===== config.mk =====
export PLATFORM = sky130hd
export DESIGN_NAME = alu_op_sequencer
export DESIGN_NICKNAME = d
export VERILOG_FILES = /design/src/rtl/alu_op_sequencer_pkg.sv /design/src/rtl/alu_op_sequencer_timeout_ctr.sv /design/src/rtl/alu_op_sequencer.sv
export SDC_FILE = /design/constraint.sdc
export NUM_CORES = 1
export LEC_CHECK = 0
export CORE_UTILIZATION = 50
export DETAILED_ROUTE_END_ITERATION = 8
export GPL_ROUTABILITY_DRIVEN = 0
export GPL_TIMING_DRIVEN = 1
export PLACE_DENSITY = 0.85
export SLEW_MARGIN = 20
export SYNTH_ARGS = -nofsm -noshare
export SYNTH_HDL_FRONTEND = slang
export SYNTH_SLANG_ARGS = --single-unit
export TNS_END_PERCENT = 1

===== constraint.sdc =====
create_clock -name clk -period 2.1 [get_ports clk]
set_input_delay 0.42 -clock clk [delete_from_list [all_inputs] [get_ports clk]]
set_output_delay 0.42 -clock clk [all_outputs]
set_load 0.05 [all_outputs]

===== src/rtl/alu_op_sequencer_pkg.sv =====
// Shared definitions for the phase-1 ALU micro-sequencer: widths, opcodes,
// opcode classification helpers, state encoding and the output bundle.
package alu_defs;

    localparam int OPW   = 5;
    localparam int RSELW = 4;

    localparam logic [OPW-1:0] OP_ADD = 5'b00001;
    localparam logic [OPW-1:0] OP_SUB = 5'b00010;
    localparam logic [OPW-1:0] OP_AND = 5'b00011;
    localparam logic [OPW-1:0] OP_OR  = 5'b00100;
    localparam logic [OPW-1:0] OP_SHR = 5'b00101;
    localparam logic [OPW-1:0] OP_SHL = 5'b00110;
    localparam logic [OPW-1:0] OP_ROR = 5'b00111;
    localparam logic [OPW-1:0] OP_ROL = 5'b01000;
    localparam logic [OPW-1:0] OP_NEG = 5'b01001;
    localparam logic [OPW-1:0] OP_NOT = 5'b01010;
    localparam logic [OPW-1:0] OP_MUL = 5'b01110;
    localparam logic [OPW-1:0] OP_DIV = 5'b01111;

    typedef enum logic [2:0] {
        ST_IDLE = 3'd0,
        ST_RA   = 3'd1,
        ST_RB   = 3'd2,
        ST_WAIT = 3'd3,
        ST_ZLO  = 3'd4,
        ST_ZHI  = 3'd5,
        ST_DONE = 3'd6,
        ST_ERR  = 3'd7
    } seq_state_e;

    typedef struct packed {
        logic             busy;
        logic             done;
        logic             err;
        logic             rout_en;
        logic [RSELW-1:0] rout_sel;
        logic             y_in;
        logic [OPW-1:0]   alu_op;
        logic             alu_start;
        logic             z_in;
        logic             zlo_out;
        logic             zhi_out;
        logic             rin_en;
        logic [RSELW-1:0] rin_sel;
        logic             lo_in;
        logic             hi_in;
    } seq_out_t;

    function automatic logic is_unary(input logic [OPW-1:0] op);
        return (op == OP_NEG) || (op == OP_NOT);
    endfunction

    function automatic logic is_multicycle(input logic [OPW-1:0] op);
        return (op == OP_MUL) || (op == OP_DIV);
    endfunction

    function automatic logic is_valid(input logic [OPW-1:0] op);
        logic v;
        case (op)
            OP_ADD, OP_SUB, OP_AND, OP_OR, OP_SHR, OP_SHL,
            OP_ROR, OP_ROL, OP_NEG, OP_NOT, OP_MUL, OP_DIV: v = 1'b1;
            default:                                        v = 1'b0;
        endcase
        return v;
    endfunction

endpackage


===== src/rtl/alu_op_sequencer_timeout_ctr.sv =====
// Wait-cycle counter for multi-cycle ALU ops; tc flags the wait cycle whose
// increment brings the count to MC_TIMEOUT-1, i.e. the last cycle worth waiting.
module alu_timeout_ctr #(
    parameter int MC_TIMEOUT = 64
) (
    input  logic clk,
    input  logic rst_n,
    input  logic clear,
    input  logic en,
    output logic tc
);

    localparam int CW = (MC_TIMEOUT > 2) ? $clog2(MC_TIMEOUT) : 1;

    logic [CW-1:0] cnt_r;

    // Count wait cycles since the last clear.
    always_ff @(posedge clk or negedge rst_n) begin
        if (!rst_n) begin
            cnt_r <= '0;
        end else if (clear) begin
            cnt_r <= '0;
        end else if (en) begin
            cnt_r <= cnt_r + CW'(1);
        end else begin
            cnt_r <= cnt_r;
        end
    end

    assign tc = en && (cnt_r == CW'(MC_TIMEOUT - 2));

endmodule


===== src/rtl/alu_op_sequencer.sv =====
// Micro-sequencer stepping the phase-1 ALU datapath through one operation per
// request; outputs are registered decodes of the next state.
module alu_op_sequencer
    import alu_defs::*;
#(
    parameter int MC_TIMEOUT = 64
) (
    input  logic             clk,
    input  logic             clr,
    input  logic             start,
    input  logic [OPW-1:0]   opcode,
    input  logic [RSELW-1:0] ra,
    input  logic [RSELW-1:0] rb,
    input  logic [RSELW-1:0] rc,
    input  logic             alu_done,
    output logic             busy,
    output logic             done,
    output logic             err,
    output logic             rout_en,
    output logic [RSELW-1:0] rout_sel,
    output logic             y_in,
    output logic [OPW-1:0]   alu_op,
    output logic             alu_start,
    output logic             z_in,
    output logic             zlo_out,
    output logic             zhi_out,
    output logic             rin_en,
    output logic [RSELW-1:0] rin_sel,
    output logic             lo_in,
    output logic             hi_in
);

    seq_state_e       state_r, state_nxt_s;
    logic [OPW-1:0]   op_r, op_nxt_s;
    logic [RSELW-1:0] ra_r, ra_nxt_s, rb_r, rb_nxt_s, rc_r, rc_nxt_s;
    seq_out_t         out_r, out_nxt_s;
    logic             tc_s;

    alu_timeout_ctr #(.MC_TIMEOUT(MC_TIMEOUT)) u_timeout (
        .clk   (clk),
        .rst_n (clr),
        .clear (state_r == ST_RB),
        .en    (state_r == ST_WAIT),
        .tc    (tc_s)
    );

    // Next-state and request capture.
    always_comb begin
        state_nxt_s = state_r;
        op_nxt_s    = op_r;
        ra_nxt_s    = ra_r;
        rb_nxt_s    = rb_r;
        rc_nxt_s    = rc_r;
        case (state_r)
            ST_IDLE: begin
                if (start && is_valid(opcode)) begin
                    op_nxt_s = opcode;
                    ra_nxt_s = ra;
                    rb_nxt_s = rb;
                    rc_nxt_s = rc;
                    if (is_unary(opcode)) begin
                        state_nxt_s = ST_RB;
                    end else begin
                        state_nxt_s = ST_RA;
                    end
                end else begin
                    state_nxt_s = ST_IDLE;
                end
            end
            ST_RA: state_nxt_s = ST_RB;
            ST_RB: begin
                if (is_multicycle(op_r)) begin
                    state_nxt_s = ST_WAIT;
                end else begin
                    state_nxt_s = ST_ZLO;
                end
            end
            ST_WAIT: begin
                // A completion in the final wait cycle still wins over the timeout.
                if (alu_done) begin
                    state_nxt_s = ST_ZLO;
                end else if (tc_s) begin
                    state_nxt_s = ST_ERR;
                end else begin
                    state_nxt_s = ST_WAIT;
                end
            end
            ST_ZLO: begin
                if (is_multicycle(op_r)) begin
                    state_nxt_s = ST_ZHI;
                end else begin
                    state_nxt_s = ST_DONE;
                end
            end
            ST_ZHI:           state_nxt_s = ST_DONE;
            ST_DONE, ST_ERR:  state_nxt_s = ST_IDLE;
            default:          state_nxt_s = ST_IDLE;
        endcase
    end

    // Decode the outputs for the state about to be entered.
    always_comb begin
        out_nxt_s = '0;
        case (state_nxt_s)
            ST_IDLE: out_nxt_s.busy = 1'b0;
            ST_RA: begin
                out_nxt_s.busy     = 1'b1;
                out_nxt_s.rout_en  = 1'b1;
                out_nxt_s.rout_sel = ra_nxt_s;
                out_nxt_s.y_in     = 1'b1;
            end
            ST_RB: begin
                out_nxt_s.busy     = 1'b1;
                out_nxt_s.rout_en  = 1'b1;
                out_nxt_s.rout_sel = rb_nxt_s;
                out_nxt_s.alu_op   = op_nxt_s;
                if (is_multicycle(op_nxt_s)) begin
                    out_nxt_s.alu_start = 1'b1;
                end else begin
                    out_nxt_s.z_in = 1'b1;
                end
            end
            ST_WAIT: begin
                out_nxt_s.busy     = 1'b1;
                out_nxt_s.rout_en  = 1'b1;
                out_nxt_s.rout_sel = rb_nxt_s;
                out_nxt_s.alu_op   = op_nxt_s;
            end
            ST_ZLO: begin
                out_nxt_s.busy    = 1'b1;
                out_nxt_s.zlo_out = 1'b1;
                if (is_multicycle(op_nxt_s)) begin
                    out_nxt_s.lo_in = 1'b1;
                end else begin
                    out_nxt_s.rin_en  = 1'b1;
                    out_nxt_s.rin_sel = rc_nxt_s;
                end
            end
            ST_ZHI: begin
                out_nxt_s.busy    = 1'b1;
                out_nxt_s.zhi_out = 1'b1;
                out_nxt_s.hi_in   = 1'b1;
            end
            ST_DONE: begin
                out_nxt_s.busy = 1'b1;
                out_nxt_s.done = 1'b1;
            end
            ST_ERR: begin
                out_nxt_s.busy = 1'b1;
                out_nxt_s.done = 1'b1;
                out_nxt_s.err  = 1'b1;
            end
            default: out_nxt_s = '0;
        endcase
    end

    // State, captured request and output registers.
    always_ff @(posedge clk or negedge clr) begin
        if (!clr) begin
            state_r <= ST_IDLE;
            op_r    <= '0;
            ra_r    <= '0;
            rb_r    <= '0;
            rc_r    <= '0;
            out_r   <= '0;
        end else begin
            state_r <= state_nxt_s;
            op_r    <= op_nxt_s;
            ra_r    <= ra_nxt_s;
            rb_r    <= rb_nxt_s;
            rc_r    <= rc_nxt_s;
            out_r   <= out_nxt_s;
        end
    end

    assign busy      = out_r.busy;
    assign done      = out_r.done;
    assign err       = out_r.err;
    assign rout_en   = out_r.rout_en;
    assign rout_sel  = out_r.rout_sel;
    assign y_in      = out_r.y_in;
    assign alu_op    = out_r.alu_op;
    assign alu_start = out_r.alu_start;
    // Z must latch in the same cycle the multi-cycle ALU reports completion.
    assign z_in      = out_r.z_in | ((state_r == ST_WAIT) & alu_done);
    assign zlo_out   = out_r.zlo_out;
    assign zhi_out   = out_r.zhi_out;
    assign rin_en    = out_r.rin_en;
    assign rin_sel   = out_r.rin_sel;
    assign lo_in     = out_r.lo_in;
    assign hi_in     = out_r.hi_in;

endmodule

After elaboration in Yosys (flattened, before gate mapping)
Memory sizes are Yosys's and may differ from the RTL's.
Cells that the tools add are included.
{"block": "word_totals", "reg_bits": 50, "rom_bits": 16, "output_inout_bits": 25, "n_memories": 1}
{"block": "classes", "addsub": 1, "eq_ne": 21, "mux": 32, "bitwise": 2, "n_reduce_logical": 12}
{"name": "(name not given)", "words": 16, "width": 1, "rd": 1, "rd_clocked_by_memory_dff": 0, "wr": 0, "line_no": "alu_op_sequencer_pkg.sv:60", "rtl": "case (op)"}
{"cell": "== test 5 x 4 -> 1 bit, second input constant", "count": 6}
{"cell": "== test 3 bit, second input constant", "count": 8}
{"cell": "two-way mux 4 bit", "count": 6}
{"cell": "one-hot mux 3 bit (7 select lines)", "count": 1}
{"cell": "two-way mux 5 bit", "count": 4}
{"cell": "two-way mux 6 bit", "count": 3}
{"cell": "== test 3 x 2 -> 1 bit, second input constant", "count": 4}
{"cell": "two-way mux 3 bit", "count": 4}
{"cell": "one-hot mux 5 bit (2 select lines)", "count": 1}
{"cell": "two-way mux 1 bit", "count": 9}
{"cell": "OR reduction 7 bit", "count": 1}
{"cell": "adder 6 x 1 -> 6 bit, second input constant", "count": 1}
{"cell": "== test 3 x 1 -> 1 bit, second input constant", "count": 2}
{"cell": "== test 6 bit, second input constant", "count": 1}
{"cell": "zero test 3 bit", "count": 2}
{"cell": "two-way mux 2 bit", "count": 3}
{"cell": "OR reduction 2 bit", "count": 3}
{"cell": "logical OR 1 bit", "count": 3}
{"cell": "logical AND 1 bit", "count": 2}
{"cell": "one-hot mux 1 bit (2 select lines)", "count": 1}
{"cell": "nonzero test 2 bit", "count": 1}
{"cell": "bitwise AND 1 bit", "count": 1}
{"cell": "OR 1 bit", "count": 1}

Longest topological paths before layout
An unclocked memory read counts as a cell.
{"block": "depth", "depth_word": 10, "ltp_mapped": 8, "depth_no_buf": 7}

By module
A second synthesis with hierarchy kept.
{"block": "hier_totals", "hier_cells": 167, "area_unflattened_um2": 2020.7}
{"module": "alu_op_sequencer", "n_inst": 1, "cells_each": 137, "area_per_inst_um2": 1716.6, "seq_area_each_um2": 1001.0}
{"module": "alu_timeout_ctr", "n_inst": 1, "cells_each": 30, "area_per_inst_um2": 304.0, "seq_area_each_um2": 150.1}

Worst setup path before layout
Ideal clock, no wire load.
{"block": "synth_timing", "path_type": "input-to-reg", "start": "in opcode[3]", "end": "reg out_r, in the netlist busy", "setup_time_ns": 0.138, "arrival_time_ns": 1.786, "required_time_ns": 1.962, "path_slack_ns": 0.176, "cell_stages": 6, "path_cell_list": "buf_2 -> or3_1 -> a21oi_2 -> a311oi_2 -> buf_6 -> or4b_1"}
{"item": "from (decl)", "line_no": "alu_op_sequencer.sv:11", "rtl": "input logic [OPW-1:0] opcode,"}
{"item": "to (signal assigned)", "line_no": "alu_op_sequencer.sv:172", "rtl": "out_r <= out_nxt_s;"}
{"item": "to (decl)", "line_no": "alu_op_sequencer.sv:36", "rtl": "seq_out_t out_r, out_nxt_s;"}

==> metrics.yaml <==
startpoint: "opcode[1]"
synth_top_cell_by_area: "dfrtp_1"
gr-total-overflow: 0
yosys.cell_count.top_type: "dfrtp_1"
ys_top_cells_by_count: "dfrtp_1, nand2_1, buf_4, a21oi_1, mux2_2"
clockBufferDepth: 2
ant_nets: 0
std_cell_rows: 23
antenna_cells: 0
cp_num_buf_inv: 3
endpoint_kind: "flip-flop"
synth_area_um2: 2182
ys.flop_type: "dfrtp_1"
placedInstanceArea_um2: 2783
first_global_vias: 1545
die_w_um: 68.06
utilization_pct: 70.91
area_growth_pct: 32.80
synthArstFlopShare_pct: 100.0
cpMostUsedCell: "buf_4"
nets: 278
netlist_instances: 194
clk_pin_slew_ns: 0.07
grt_max_degree: 47
synth_area_leaders: "dfrtp_1, mux2_2, buf_4, a21oi_1, nand2_1"
cts_buffers: 5
p_clk_share_pct: 13.9
p_int_w: 0.002197
cap_violations: 0
drt-total-wl_um: 4581
h-tree-depth: 2
reg2reg_to: "alu_start"
swShare_pct: 40.62
drc: 0
status: "complete, no violations"
grt_pass1_wl_um: 7265
fill_cells: 319
fmax_ghz: 0.4951
synthesis.nets: 217
tightest_slew_ns: 0.5073
ys_ff_latch: 46
drtIter0Drc: 107
crit_fanout: 5
ios: 46
die_y_um: 68.06
cp-start-kind: "input pin"
antenna_found_initial: 0
leakagePower_nw: 1.345
path_cells: "dlygate4sd2_1, or3_1, a21oi_2, a311oi_4, buf_4, buf_4, or4b_1"
p_sw_w: 0.001503
worstReg2RegStart: "state_r[0]"
slew_violations: 0
ff_latch_area_um2: 1151
cp.required_ns: 2.26
worstSetupPathType: "input pin to flip-flop"
crit_path_max_incr_delay_ns: 0.53
regToRegSetupSlack_ns: 0.19
grt_usage_pct: 22.08
p_comb_share_pct: 51.2
slew_headroom_pct: 66.07
rsz0062_at_grt: "no"
hold_viol_final: 0
initial_core_util_pct: 53.40
finClkSkew_ns: 0.003390
numPortBuffers: 45
yosysSeqAreaShare_pct: 52.75
r2r_cells: 6
power_w: 0.003700
final_cell_count_no_fill: 304
final.setup.tns_ns: 0
final_cell_area_um2: 2898
cp.arrival_ns: 2.18
clock_latency_ns: 0.29
drive_gt1_share_pct: 25.59
cts_tree: "built"
peakVddDrop_uv: 787.4
multi_input_area_um2: 875.8
vias: 1678
coreArea_um2: 4086
finalCritPeriodShare_pct: 96.18
synth_top_area_share_pct: 52.75
synth_edf_count: 0
p_seq_share_pct: 34.8
design.die.area_um2: 4632
power_per_cell_area_nw_per_um2: 1277
syn_area_per_cell_um2: 11.25
vias_per_cell: 5.520
ys_types: 49
hold_path_class: "input pin to asynchronous set/reset pin"
dp_hpwl_um: 3280
ys_warn_count: 0
fin_crit_ns: 2.020
clock-root-buffer: "clkbuf_8"
first_pass_iters: 4
crit_family: "simple AND/OR/NAND/NOR gates"
setup_violations: 0
crit_cells: 7
placedCellCount: 295
cts_hold_buf: 0
cts.sinks: 46
wl_per_cell_um: 15.07
cp_slowest_cell: "or4b_1"
[power groups by stage]
stage / Clock (W) / Sequential, W / Combinational, W
floorplan: 0 / 0.00143 / 0.00113
global placement: 0 / 0.00129 / 0.00183
detailed placement: 0 / 0.00130 / 0.00187
CTS: 0.000533 / 0.00129 / 0.00189
global route: 0.000565 / 0.00132 / 0.00201
finish: 0.000516 / 0.00129 / 0.00190
[metal layers]
layer  routed length (um)  up-vias  global-route usage (%)
met1                 1909      812                   27.04
met3                  261       15                   6.667
met4                  127        0                   10.16
met2                 2283       56                   35.54
li1                     -      795                       -
met5                    0        -                       0
[cell type report]
cell class | instances | area share, %
inverter | 4 | 0.5181
clock buffer | 6 | 2.850
timing repair buffer | 77 | 24.53
sequential | 46 | 39.72
multi-input combinational | 121 | 30.22
tap | 50 | 2.159
[kinds of logic after synthesis]
logic type / count (synthesis) / share of synthesized area (%)
AND/OR/NAND/NOR: 60 / 15.54
flip-flops: 46 / 52.75
AO/OA/AOI/OAI: 45 / 15.54
buffers and inverters: 27 / 7.970
multiplexers: 13 / 6.651
adder cells (fa/ha/maj): 2 / 1.147
XOR/XNOR: 1 / 0.4014
[per-stage QoR]
| stage | setup WS (ns) | hold slack [ns] |
|---|---|---|
| after floorplan | 0.1756 | 0.1244 |
| after global placement | -0.3689 | 0.4138 |
| final | 0.08020 | 0.08438 |
| after detailed placement | -0.4692 | 0.4184 |
| after global routing | 0.04130 | 0.1155 |
| after CTS | 0.002187 | 0.09922 |
[worst reg2reg max path, cell delays in order, from the launching register on]
cell and delay, ns:
dfrtp_1 0.38, buf_4 0.19, or4b_1 0.50, o31ai_1 0.26, a311oi_1 0.17, buf_4 0.17, nor4_2 0.13
[state kept, by name, indices dropped and copies added (netlist names), 3 cells and up]
name	cells
op_r	5
alu_op	5
state_r	3
rb_r	4
rout_sel	4
rc_r	4
u_timeout.cnt_r	6
rin_sel	4
[layout by cell type, fill, tap and decap left out, types with 2 or more instances in the layout]
cell type	count
buf_12	2
a221oi_1	2
nand3_1	5
nand2_1	16
a21o_1	3
a21oi_1	13
ha_1	2
nor2_1	6
a221oi_2	2
and2_1	4
clkdlybuf4s50_1	39
nand2b_1	3
o21ai_0	5
nor2b_1	7
o211ai_1	2
nor3_1	5
a22o_1	3
clkbuf_8	6
buf_4	30
or4b_1	2
dlygate4sd2_1	3
and3_1	2
mux2_2	12
inv_1	4
dfrtp_1	46
[worst max-delay path by stage]
stage | to | slack [ns]
after floorplan | busy | 0.18
after global placement | rb_r[0] | -0.37
after detailed placement | rb_r[0] | -0.47
after CTS | rb_r[0] | 0.002
after global routing | rin_sel[1] | 0.04
final | busy | 0.08
[timing repair]
action                                  CTS  global route
gates resized for setup                   6             1
pin swaps                                 2             1
endpoints found under the setup margin   18            18
buffers inserted                          1             2
(Power assumes the default switching activity.)
